File: config.mk
export PLATFORM = sky130hd
export DESIGN_NAME = jogo_memoria_param
export DESIGN_NICKNAME = d
export VERILOG_FILES = /design/src/rtl/jogo_memoria_param.sv
export SDC_FILE = /design/constraint.sdc
export NUM_CORES = 1
export LEC_CHECK = 0
export ABC_CLOCK_PERIOD_IN_PS = 4100
export CAP_MARGIN = 20
export CORE_MARGIN = 2
export CORE_UTILIZATION = 42
export CTS_CLUSTER_DIAMETER = 30
export DETAILED_ROUTE_END_ITERATION = 16
export REMOVE_ABC_BUFFERS = 1
export SYNTH_ARGS = -nofsm -noshare
export SYNTH_HDL_FRONTEND = slang
export SYNTH_SLANG_ARGS = --single-unit
File: constraint.sdc
create_clock -name clock -period 4.1 [get_ports clock]
set_input_delay 0.82 -clock clock [delete_from_list [all_inputs] [get_ports clock]]
set_output_delay 0.82 -clock clock [all_outputs]
set_load 0.1 [all_outputs]
File: src/rtl/jogo_memoria_param.sv
// jogo_memoria_param: parameterised memory game. A sequence of LEDs (one-hot
// elements drawn from a free-running LFSR) is shown, and the player must
// repeat it on the buttons. Each round adds one element until PROF elements
// have been repeated (win), a wrong or multi-button play occurs (loss), or,
// optionally, the player is too slow (timeout).
//
// Optional feature macro: JOGO_TIMEOUT_EN
//   defined   -> ESPERA cycle counter, FIM_TIMEOUT state and timeout flag exist
//   undefined -> ESPERA waits indefinitely and timeout is tied to 0
module jogo_memoria_param #(
    parameter int N_BOTOES = 4,
    parameter int PROF     = 16,
    parameter int T_MOSTRA = 500,
    parameter int T_APAGA  = 250,
    parameter int T_LIMITE = 5000
) (
    input  logic                    clock,
    input  logic                    reset,
    input  logic                    jogar,
    input  logic [N_BOTOES-1:0]     botoes,
    output logic [N_BOTOES-1:0]     leds,
    output logic                    ganhou,
    output logic                    perdeu,
    output logic                    timeout,
    output logic                    pronto,
    output logic [3:0]              db_estado,
    output logic [$clog2(PROF)-1:0] db_limite,
    output logic [$clog2(PROF)-1:0] db_endereco
);

    localparam int AW   = $clog2(PROF);
    localparam int TMAX = (T_MOSTRA > T_APAGA) ? T_MOSTRA : T_APAGA;
    localparam int TW   = $clog2(TMAX + 1);
    localparam logic [AW-1:0] ULTIMO = AW'(PROF - 1);

    // State encoding doubles as the db_estado code
    typedef enum logic [3:0] {
        INICIAL     = 4'h0,
        PREPARA     = 4'h1,
        MOSTRA      = 4'h2,
        APAGA       = 4'h3,
        ESPERA      = 4'h4,
        REGISTRA    = 4'h5,
        COMPARA     = 4'h6,
        PROXIMA     = 4'h7,
        ACRESCENTA  = 4'h8,
        FIM_ACERTO  = 4'hA,
        FIM_ERRO    = 4'hE,
        FIM_TIMEOUT = 4'hF
    } estado_t;

    // One LFSR step for x^8 + x^6 + x^5 + x^4 + 1
    function automatic logic [7:0] lfsr_passo(input logic [7:0] v);
        lfsr_passo = {v[6:0], v[7] ^ v[5] ^ v[4] ^ v[3]};
    endfunction

    // Sequence element: one-hot of (lfsr mod N_BOTOES)
    function automatic logic [N_BOTOES-1:0] gera_elem(input logic [7:0] v);
        logic [7:0]          idx;
        logic [N_BOTOES-1:0] um;
        idx       = v % 8'(N_BOTOES);
        um        = N_BOTOES'(1);
        gera_elem = um << idx;
    endfunction

    // True when exactly one bit is set
    function automatic logic eh_one_hot(input logic [N_BOTOES-1:0] v);
        eh_one_hot = (v != '0) && ((v & (v - N_BOTOES'(1))) == '0);
    endfunction

    estado_t             estado_r;
    estado_t             estado_nxt_s;
    logic [7:0]          lfsr_r;
    logic [TW-1:0]       tmr_r;
    logic [TW-1:0]       tmr_nxt_s;
    logic [AW-1:0]       endereco_r;
    logic [AW-1:0]       endereco_nxt_s;
    logic [AW-1:0]       limite_r;
    logic [AW-1:0]       limite_nxt_s;
    logic [N_BOTOES-1:0] botoes_ant_r;
    logic [N_BOTOES-1:0] jogada_r;
    logic [N_BOTOES-1:0] mem_r [PROF];
    logic                wr_en_s;
    logic [AW-1:0]       wr_addr_s;
    logic [N_BOTOES-1:0] wr_data_s;
    logic [N_BOTOES-1:0] mostra_s;
    logic                jogada_s;
    logic                acerto_s;
    logic                mostra_fim_s;
    logic                apaga_fim_s;
    logic [N_BOTOES-1:0] leds_nxt_s;
    logic                ganhou_nxt_s;
    logic                perdeu_nxt_s;
    logic                pronto_nxt_s;
    logic [N_BOTOES-1:0] leds_r;
    logic                ganhou_r;
    logic                perdeu_r;
    logic                pronto_r;

    assign jogada_s     = (botoes != '0) && (botoes_ant_r == '0);
    assign acerto_s     = eh_one_hot(jogada_r) && (jogada_r == mem_r[endereco_r]);
    assign mostra_fim_s = (tmr_r == TW'(T_MOSTRA - 1));
    assign apaga_fim_s  = (tmr_r == TW'(T_APAGA - 1));
    assign wr_data_s    = gera_elem(lfsr_r);

`ifdef JOGO_TIMEOUT_EN
    localparam int CW = $clog2(T_LIMITE + 1);
    logic [CW-1:0] espera_cnt_r;
    logic          limite_fim_s;
    logic          timeout_nxt_s;
    logic          timeout_r;

    assign limite_fim_s = (espera_cnt_r == CW'(T_LIMITE - 1));

    // ESPERA cycle counter; zero outside ESPERA and after every accepted play
    always_ff @(posedge clock or negedge reset) begin
        if (!reset) begin
            espera_cnt_r <= '0;
        end else if ((estado_r == ESPERA) && !jogada_s && !limite_fim_s) begin
            espera_cnt_r <= espera_cnt_r + CW'(1);
        end else begin
            espera_cnt_r <= '0;
        end
    end

    assign timeout_nxt_s = (estado_nxt_s == FIM_TIMEOUT);

    // Timeout flag register
    always_ff @(posedge clock or negedge reset) begin
        if (!reset) begin
            timeout_r <= 1'b0;
        end else begin
            timeout_r <= timeout_nxt_s;
        end
    end

    assign timeout = timeout_r;
`else
    assign timeout = 1'b0;
`endif

    // State register
    always_ff @(posedge clock or negedge reset) begin
        if (!reset) begin
            estado_r <= INICIAL;
        end else begin
            estado_r <= estado_nxt_s;
        end
    end

    // Next-state logic
    always_comb begin
        estado_nxt_s = estado_r;
        case (estado_r)
            INICIAL: begin
                if (jogar) estado_nxt_s = PREPARA;
                else       estado_nxt_s = INICIAL;
            end
            PREPARA:    estado_nxt_s = MOSTRA;
            MOSTRA: begin
                if (mostra_fim_s) estado_nxt_s = APAGA;
                else              estado_nxt_s = MOSTRA;
            end
            APAGA: begin
                if (!apaga_fim_s)                estado_nxt_s = APAGA;
                else if (endereco_r == limite_r) estado_nxt_s = ESPERA;
                else                             estado_nxt_s = MOSTRA;
            end
            ESPERA: begin
                // A play wins over a simultaneous terminal count
                if (jogada_s)          estado_nxt_s = REGISTRA;
`ifdef JOGO_TIMEOUT_EN
                else if (limite_fim_s) estado_nxt_s = FIM_TIMEOUT;
`endif
                else                   estado_nxt_s = ESPERA;
            end
            REGISTRA:   estado_nxt_s = COMPARA;
            COMPARA: begin
                if (!acerto_s)                   estado_nxt_s = FIM_ERRO;
                else if (endereco_r != limite_r) estado_nxt_s = PROXIMA;
                else if (limite_r != ULTIMO)     estado_nxt_s = ACRESCENTA;
                else                             estado_nxt_s = FIM_ACERTO;
            end
            PROXIMA:    estado_nxt_s = ESPERA;
            ACRESCENTA: estado_nxt_s = MOSTRA;
            FIM_ACERTO, FIM_ERRO, FIM_TIMEOUT: begin
                if (jogar) estado_nxt_s = PREPARA;
                else       estado_nxt_s = estado_r;
            end
            default:    estado_nxt_s = INICIAL;
        endcase
    end

    // Datapath next values: display timer, pointers and memory write port
    always_comb begin
        tmr_nxt_s      = '0;
        endereco_nxt_s = endereco_r;
        limite_nxt_s   = limite_r;
        wr_en_s        = 1'b0;
        wr_addr_s      = limite_r;
        case (estado_r)
            PREPARA: begin
                endereco_nxt_s = '0;
                limite_nxt_s   = '0;
                wr_en_s        = 1'b1;
                wr_addr_s      = '0;
            end
            MOSTRA: begin
                if (mostra_fim_s) tmr_nxt_s = '0;
                else              tmr_nxt_s = tmr_r + TW'(1);
            end
            APAGA: begin
                if (!apaga_fim_s) begin
                    tmr_nxt_s = tmr_r + TW'(1);
                end else if (endereco_r == limite_r) begin
                    endereco_nxt_s = '0;
                end else begin
                    endereco_nxt_s = endereco_r + AW'(1);
                end
            end
            PROXIMA:    endereco_nxt_s = endereco_r + AW'(1);
            ACRESCENTA: begin
                limite_nxt_s   = limite_r + AW'(1);
                endereco_nxt_s = '0;
                wr_en_s        = 1'b1;
                wr_addr_s      = limite_r + AW'(1);
            end
            default: begin
                tmr_nxt_s = '0;
            end
        endcase
    end

    // Datapath registers: timer, pointers, LFSR and button history
    always_ff @(posedge clock or negedge reset) begin
        if (!reset) begin
            tmr_r        <= '0;
            endereco_r   <= '0;
            limite_r     <= '0;
            lfsr_r       <= 8'h01;
            botoes_ant_r <= '0;
            jogada_r     <= '0;
        end else begin
            tmr_r        <= tmr_nxt_s;
            endereco_r   <= endereco_nxt_s;
            limite_r     <= limite_nxt_s;
            lfsr_r       <= lfsr_passo(lfsr_r);
            botoes_ant_r <= botoes;
            if (estado_r == REGISTRA) jogada_r <= botoes;
            else                      jogada_r <= jogada_r;
        end
    end

    // Sequence memory; contents survive reset on purpose
    always_ff @(posedge clock) begin
        if (wr_en_s) mem_r[wr_addr_s] <= wr_data_s;
    end

    // Element to show next cycle, forwarding a write to the same address
    always_comb begin
        if (wr_en_s && (wr_addr_s == endereco_nxt_s)) mostra_s = wr_data_s;
        else                                          mostra_s = mem_r[endereco_nxt_s];
    end

    // Output logic: values implied by the next state
    always_comb begin
        leds_nxt_s   = '0;
        ganhou_nxt_s = 1'b0;
        perdeu_nxt_s = 1'b0;
        pronto_nxt_s = 1'b0;
        if (estado_nxt_s == MOSTRA) leds_nxt_s = mostra_s;
        else                        leds_nxt_s = '0;
        case (estado_nxt_s)
            FIM_ACERTO: begin
                ganhou_nxt_s = 1'b1;
                pronto_nxt_s = 1'b1;
            end
            FIM_ERRO: begin
                perdeu_nxt_s = 1'b1;
                pronto_nxt_s = 1'b1;
            end
            FIM_TIMEOUT: pronto_nxt_s = 1'b1;
            default:     pronto_nxt_s = 1'b0;
        endcase
    end

    // Output registers
    always_ff @(posedge clock or negedge reset) begin
        if (!reset) begin
            leds_r   <= '0;
            ganhou_r <= 1'b0;
            perdeu_r <= 1'b0;
            pronto_r <= 1'b0;
        end else begin
            leds_r   <= leds_nxt_s;
            ganhou_r <= ganhou_nxt_s;
            perdeu_r <= perdeu_nxt_s;
            pronto_r <= pronto_nxt_s;
        end
    end

    assign leds        = leds_r;
    assign ganhou      = ganhou_r;
    assign perdeu      = perdeu_r;
    assign pronto      = pronto_r;
    assign db_estado   = estado_r;
    assign db_limite   = limite_r;
    assign db_endereco = endereco_r;

endmodule

Word-level counts from Yosys, hierarchy flattened

Memories as Yosys holds them, arrays and structs flattened.
Cells that the tools add are included.

Register bits: 44
RAM bits: 64
Output and inout port bits: 20
Word-level logic and storage cells: 80
Memories kept: 1

Add/sub/neg operators: 4
Equal/unequal tests: 22
Shifts and indexed selects: 1
Muxes and demuxes: 25
Bitwise logic cells: 4
Reductions and logical operators: 12

Memories:

| name  | depth | bits a word | rd ports | clocked after Yosys merged registers in | write ports | line | source |
|---|---|---|---|---|---|---|---|
| mem_r | 16    | 4           | 2        | 0                                       | 1           | 82   | `logic [N_BOTOES-1:0] mem_r [PROF];` |

Operator list:

| operator              | number |
|---|---|
| $pmux W4 S9           | 1 |
| $eq A4 B4 Y1 const B  | 7 |
| $mux W4               | 7 |
| $mux W9               | 2 |
| $pmux W9 S2           | 1 |
| $eq A4 B3 Y1 const B  | 4 |
| $eq A4 B2 Y1 const B  | 3 |
| $eq A4 B4 Y1          | 3 |
| $logic_not A4 Y1      | 3 |
| $pmux W4 S3           | 1 |
| $add A9 B1 Y9 const B | 1 |
| $eq A9 B8 Y1 const B  | 1 |
| $eq A9 B9 Y1 const B  | 1 |
| $mux W1               | 9 |
| $add A4 B1 Y4 const B | 2 |
| $pmux W4 S2           | 1 |
| $reduce_bool A4 Y1    | 2 |
| $mux W3               | 2 |
| $reduce_or A3 Y1      | 2 |
| $and A4 B4 Y4         | 1 |
| $eq A4 B1 Y1 const B  | 1 |
| $logic_and A1 B1 Y1   | 4 |
| $ne A4 B4 Y1          | 1 |
| $ne A4 B4 Y1 const B  | 1 |
| 5 further kinds       | 7 |

Logic depth before layout (Yosys ltp)

Depth after elaboration: 10
Gate-level depth with buffers: 12
Gate-level depth less buffers: 10

Least setup slack after synthesis

No wires, ideal clock.

Path type: register to register
From: reg endereco_r[1], in the netlist db_endereco[1]
To: reg ganhou_r, in the netlist ganhou
Data arrival time: 3.100 ns
Required time: 3.979 ns
Setup slack: 0.879 ns
Cell stages (with the launch flop): 10
Cells stage by stage: dfrtp_1 -> buf_4 -> buf_2 -> mux4_2 -> mux2i_1 -> xnor2_1 -> o31ai_1 -> nand4_1 -> nor3b_1 -> and4bb_1

Word-level cells in the longest chain between the ends: 7

RTL lines:

| item                   | line | source |
|---|---|---|
| from (decl)            | 76   | `logic [AW-1:0] endereco_r;` |
| from (signal assigned) | 245  | `endereco_r <= endereco_nxt_s;` |
| $mem_v2 Z16 W4         | -    |  |
| $eq A4 B4 Y1           | 101  | `assign acerto_s = eh_one_hot(jogada_r) && (jogada_r == mem_r[endereco_r]);` |
| $logic_and A1 B1 Y1    | 101  |  |
| $mux W4                | 179  | `if (!acerto_s) estado_nxt_s = FIM_ERRO;` |
| $pmux W4 S9 (*)        | 154  | `case (estado_r)` |
| $eq A4 B4 Y1 (*)       | 273  | `case (estado_nxt_s)` |
| $mux W1 (*)            | 273  |  |
| named net ganhou_nxt_s | 92   | `logic ganhou_nxt_s;` |
| to (signal assigned)   | 296  | `ganhou_r <= ganhou_nxt_s;` |
| to (decl)              | 96   | `logic ganhou_r;` |

Mark *: on every way through the listed nets, which the timed path passes. The rest lies on a longest branch.
A chain may end at the register's enable or synchronous reset.

Worst setup path in the final report

From: reg estado_r[0], in the netlist db_estado[0]
To: reg leds_r[2], in the netlist leds[2]

Word-level cells in the longest chain between the ends: 7

RTL lines:

| item                                                                   | line | source |
|---|---|---|
| from (decl)                                                            | 71   | `estado_t estado_r;` |
| from (signal assigned)                                                 | 147  | `estado_r <= estado_nxt_s;` |
| $eq A4 B4 Y1 or $eq A4 B1 Y1 (tied branches)                           | 201  | `case (estado_r)` |
| $reduce_or A2 Y1 (no line)                                             | -    |  |
| $pmux W4 S3 (*)                                                        | 201  |  |
| named net endereco_nxt_s[1]                                            | 77   | `logic [AW-1:0] endereco_nxt_s;` |
| parallel branches: the longest is 2 deep, another holds $mem_v2 Z16 W4 | -    |  |
| $mux W4 (*)                                                            | 261  | `if (wr_en_s && (wr_addr_s == endereco_nxt_s)) mostra_s = wr_data_s;` |
| $mux W4 (*)                                                            | 271  | `if (estado_nxt_s == MOSTRA) leds_nxt_s = mostra_s;` |
| named net leds_nxt_s[2]                                                | 91   | `logic [N_BOTOES-1:0] leds_nxt_s;` |
| to (signal assigned)                                                   | 295  | `leds_r <= leds_nxt_s;` |
| to (decl)                                                              | 95   | `logic [N_BOTOES-1:0] leds_r;` |

Mark *: on every way through the listed nets, which the timed path passes.

==> run_results.csv <==
group,metric,value,unit
worst_setup_path,cp.arrival,3.39,ns
logic_synthesis,ys_ff_latch,108,
detailed_routing,vias,3426,
logic_synthesis,synth_fa_ha_area_share,0.910,%
worst_setup_path,worstPathMaxFanout,16,
logic_synthesis,ys_types,67,
clock_network,cts_buffers,9,
sta,clock.fmax,318,MHz
logic_synthesis,syn_area,5500,sq um
placement,dpl-instance-area,5880,sq um
global_routing,grt_overflow_total,0,
worst_setup_path,r2r_start,"db_estado[0]",
detailed_routing,wl_per_cell,20.2,um
placement,dpl.hpwl,9130,um
finish,regArea,3020,sq um
floorplanning,die_w,118,um
status,status,"finished clean",
finish,regMostFlops,"mem_r",
floorplanning,start_util,43.2,%
sta,hold_viol,0,
clock_network,cts-resized-gates,0,
power,peakVddDrop,197,uV
clock_network,cts.htree.levels,3,
worst_setup_path,path_cells,"nor3b_2, or4b_1, and2_1, a22oi_1, inv_1, nor2_1, a2bb2oi_1, and4_1",
clock_network,cts_setup_buffers,0,
detailed_routing,drtAntennaViolNets,0,
finish,antennaDiodeCount,0,
run,cap_viol_max_count,0,
placement,routabilityCongestion,0.849,
clock_network,holdBufCountCts,0,
clock_network,cts_buffer_depth,2,
floorplanning,row_count,41,
finish,multi_input_area,2310,sq um
detailed_routing,via_per_inst,5.53,
logic_synthesis,synth.avg_cell_area,13.2,sq um
sta,maxSlewViolCount,0,
logic_synthesis,synthSimpleGateAreaFrac,12.6,%
worst_setup_path,worstSetupStartpointType,"register",
clock_network,clk_latency,0.35,ns
floorplanning,dieArea,14000,sq um
floorplanning,die_h,118,um
logic_synthesis,synth_compound_area_share,6.05,%
power,power_density,433,nW/um^2
finish,fillers,1144,
logic_synthesis,ys_seq_area_share,55.0,%
hold_path,min_path_type,"reg -> reg",
logic_synthesis,synth_xor_xnor_area_share,4.30,%
global_routing,groute.usage.overall,19.0,%
clock_network,clkSlewWorstSetupHoldPaths,0.07,ns
finish,stdcell_area,6190,sq um
floorplanning,coreArea,12700,sq um
sta,rsz0062_at_grt,"false",
worst_setup_path,reg2reg_to,"leds[2]",
worst_setup_path,r2r_slack,0.95,ns
global_routing,antenna_found_initial,0,
finish,final_util,48.6,%
hold_path,hold_path_depth,0,
logic_synthesis,synth_flop_cell,"edfxtp_1",
global_routing,grt_pass1_vias,3416,
worst_setup_path,reg2regPathDepth,8,
sta,layout_worst_path_cycle_share,76.7,%
power,p_leak,2.12,nW
logic_synthesis,synth_top_family_by_area,"multiplexers",
worst_setup_path,worst-path-buf-inv,1,
sta,fin_skew,0.0135,ns
global_routing,grt_start_max_net_pins,45,
finish,syn2layout_area_growth,12.5,%
sta,setup_viol,0,
sta,min_period,3.15,ns
floorplanning,boundaryPins,27,
finish,drive_above_1_share,16.8,%
finish,largestRegisters,"mem_r: 64 flops, tmr_r: 9 flops, lfsr_r: 8 flops",
logic_synthesis,yosys_warnings,0,
worst_setup_path,slowest_stage,"dfrtp_1",
detailed_routing,drc,0,
logic_synthesis,synth_cells,418,
hold_path,hold_start,"lfsr_r[6]",
logic_synthesis,synth-edff-count,64,
worst_setup_path,worstSetupEndpointType,"register",
worst_setup_path,crit_type,"reg -> reg",
sta,slew_headroom,34.0,%
clock_network,cts_tree,"yes",
worst_setup_path,slowest_delay,0.67,ns
finish,largest_reg_flops,64,
finish,nNetsFinal,453,
detailed_routing,drtPass1Iterations,4,
clock_network,numClockSinks,108,
hold_path,worstHoldEndpoint,"lfsr_r[7]",
worst_setup_path,critical-path-top-delay-family,"simple AND/OR/NAND/NOR gates",
detailed_routing,first_iter_violations,321,
global_routing,grt_pass1_wl,20200,um
logic_synthesis,synthArstFlopShare,40.7,%
logic_synthesis,synth_mux_area_share,17.9,%
detailed_routing,drt-total-wl,12500,um
worst_setup_path,required,4.34,ns
clock_network,cts-root-buf,"clkbuf_16",
placement,io_buffers,25,
sta,tightest_slew,0.990,ns
==> cells in the final DEF (no fill, tap or decap), types with 4 or more instances in the layout <==
cell type / n
edfxtp_1: 64
nor2_1: 45
mux2i_1: 43
dfrtp_1: 43
nand2_1: 21
clkdlybuf4s50_1: 21
mux4_2: 16
mux2_2: 16
xnor2_1: 14
xor2_1: 13
buf_4: 13
o21ai_0: 12
nand4_1: 9
clkbuf_16: 9
inv_1: 8
nand3_1: 6
nor3_1: 5
nand2b_1: 5
a21oi_1: 4
a2bb2oi_1: 4
ha_1: 4
==> metal layers <==
| layer | vias up | global-route usage, % | share of wire [%] |
|---|---|---|---|
| li1 | 1616 | - | - |
| met1 | 1714 | 28.3 | 48 |
| met2 | 87 | 28.4 | 46 |
| met3 | 9 | 4.01 | 5.0 |
| met4 | 0 | 5.13 | 1.0 |
| met5 | - | 0 | 0 |
==> cells in the mapped netlist (3+ instances only) <==
| library cell | instances | area [sq um] |
|---|---|---|
| mux2_2 | 16 | 180 |
| dfrtp_1 | 43 | 1080 |
| buf_4 | 4 | 30.0 |
| nand4_1 | 9 | 56.3 |
| a2bb2oi_1 | 4 | 35.0 |
| a21o_1 | 3 | 22.5 |
| a31oi_1 | 3 | 18.8 |
| clkbuf_1 | 6 | 22.5 |
| nand3_1 | 6 | 30.0 |
| inv_1 | 8 | 30.0 |
| buf_2 | 9 | 45.0 |
| nand2b_1 | 5 | 31.3 |
| xor2_1 | 13 | 114 |
| mux4_2 | 16 | 360 |
| nand2_1 | 21 | 78.8 |
| nor2b_1 | 3 | 18.8 |
| edfxtp_1 | 64 | 1920 |
| mux2i_1 | 43 | 430 |
| and3_1 | 3 | 18.8 |
| ha_1 | 4 | 50.1 |
| o21ai_0 | 12 | 60.1 |
| a21oi_1 | 4 | 20.0 |
| nor3b_1 | 3 | 22.5 |
| nor3_1 | 5 | 25.0 |
| xnor2_1 | 14 | 123 |
| nor2_1 | 45 | 169 |
==> kinds of logic (layout without fill, tap and decap cells) <==
| logic type | Yosys count | after routing |
|---|---|---|
| simple gates | 125 | 125 |
| flops | 108 | 108 |
| fa+ha+maj | 4 | 4 |
| buf+inv | 31 | 60 |
| other cells | 1 | 1 |
| compound gates | 46 | 46 |
| mux | 76 | 76 |
| xor+xnor | 27 | 27 |
==> cell type report <==
cell class | instances | area share, %
flip-flops and latches | 108 | 48.9
multi-input cells | 279 | 37.4
repair buffers | 36 | 5.38
clock buffers | 12 | 3.98
well taps | 172 | 3.48
inverters | 8 | 0.485
clock inverters | 4 | 0.425
==> report_power, final <==
group | switching (mW) | internal, mW
Combinational | 0.414 | 0.201
Sequential | 0.0612 | 1.20
Clock | 0.373 | 0.428
==> worst max-delay path by stage <==
stage	depth (start not counted)	endpoint	slack, ns	from
3_5_place_dp	8	leds[0]	0.91	botoes[0]
2_1_floorplan	8	leds[0]	-1.15	db_endereco[1]
4_1_cts	8	leds[0]	0.97	db_estado[0]
3_3_place_gp	8	leds[0]	0.87	botoes[1]
5_1_grt	9	leds[1]	0.73	db_endereco[1]
6_report	8	leds[2]	0.95	db_estado[0]
==> stage by stage <==
stage,hold slack [ns],power (mW),worst slack (ns),TNS (ns),std cells
6_report,0.356,2.68,0.955,0,619
4_1_cts,0.362,2.70,0.966,0,616
2_1_floorplan,0.331,1.73,-1.15,-9.14,395
3_3_place_gp,0.339,1.90,0.872,0,600
5_1_grt,0.370,2.80,0.732,0,619
3_5_place_dp,0.336,1.89,0.908,0,600
Power figures use the tool's default switching activity.
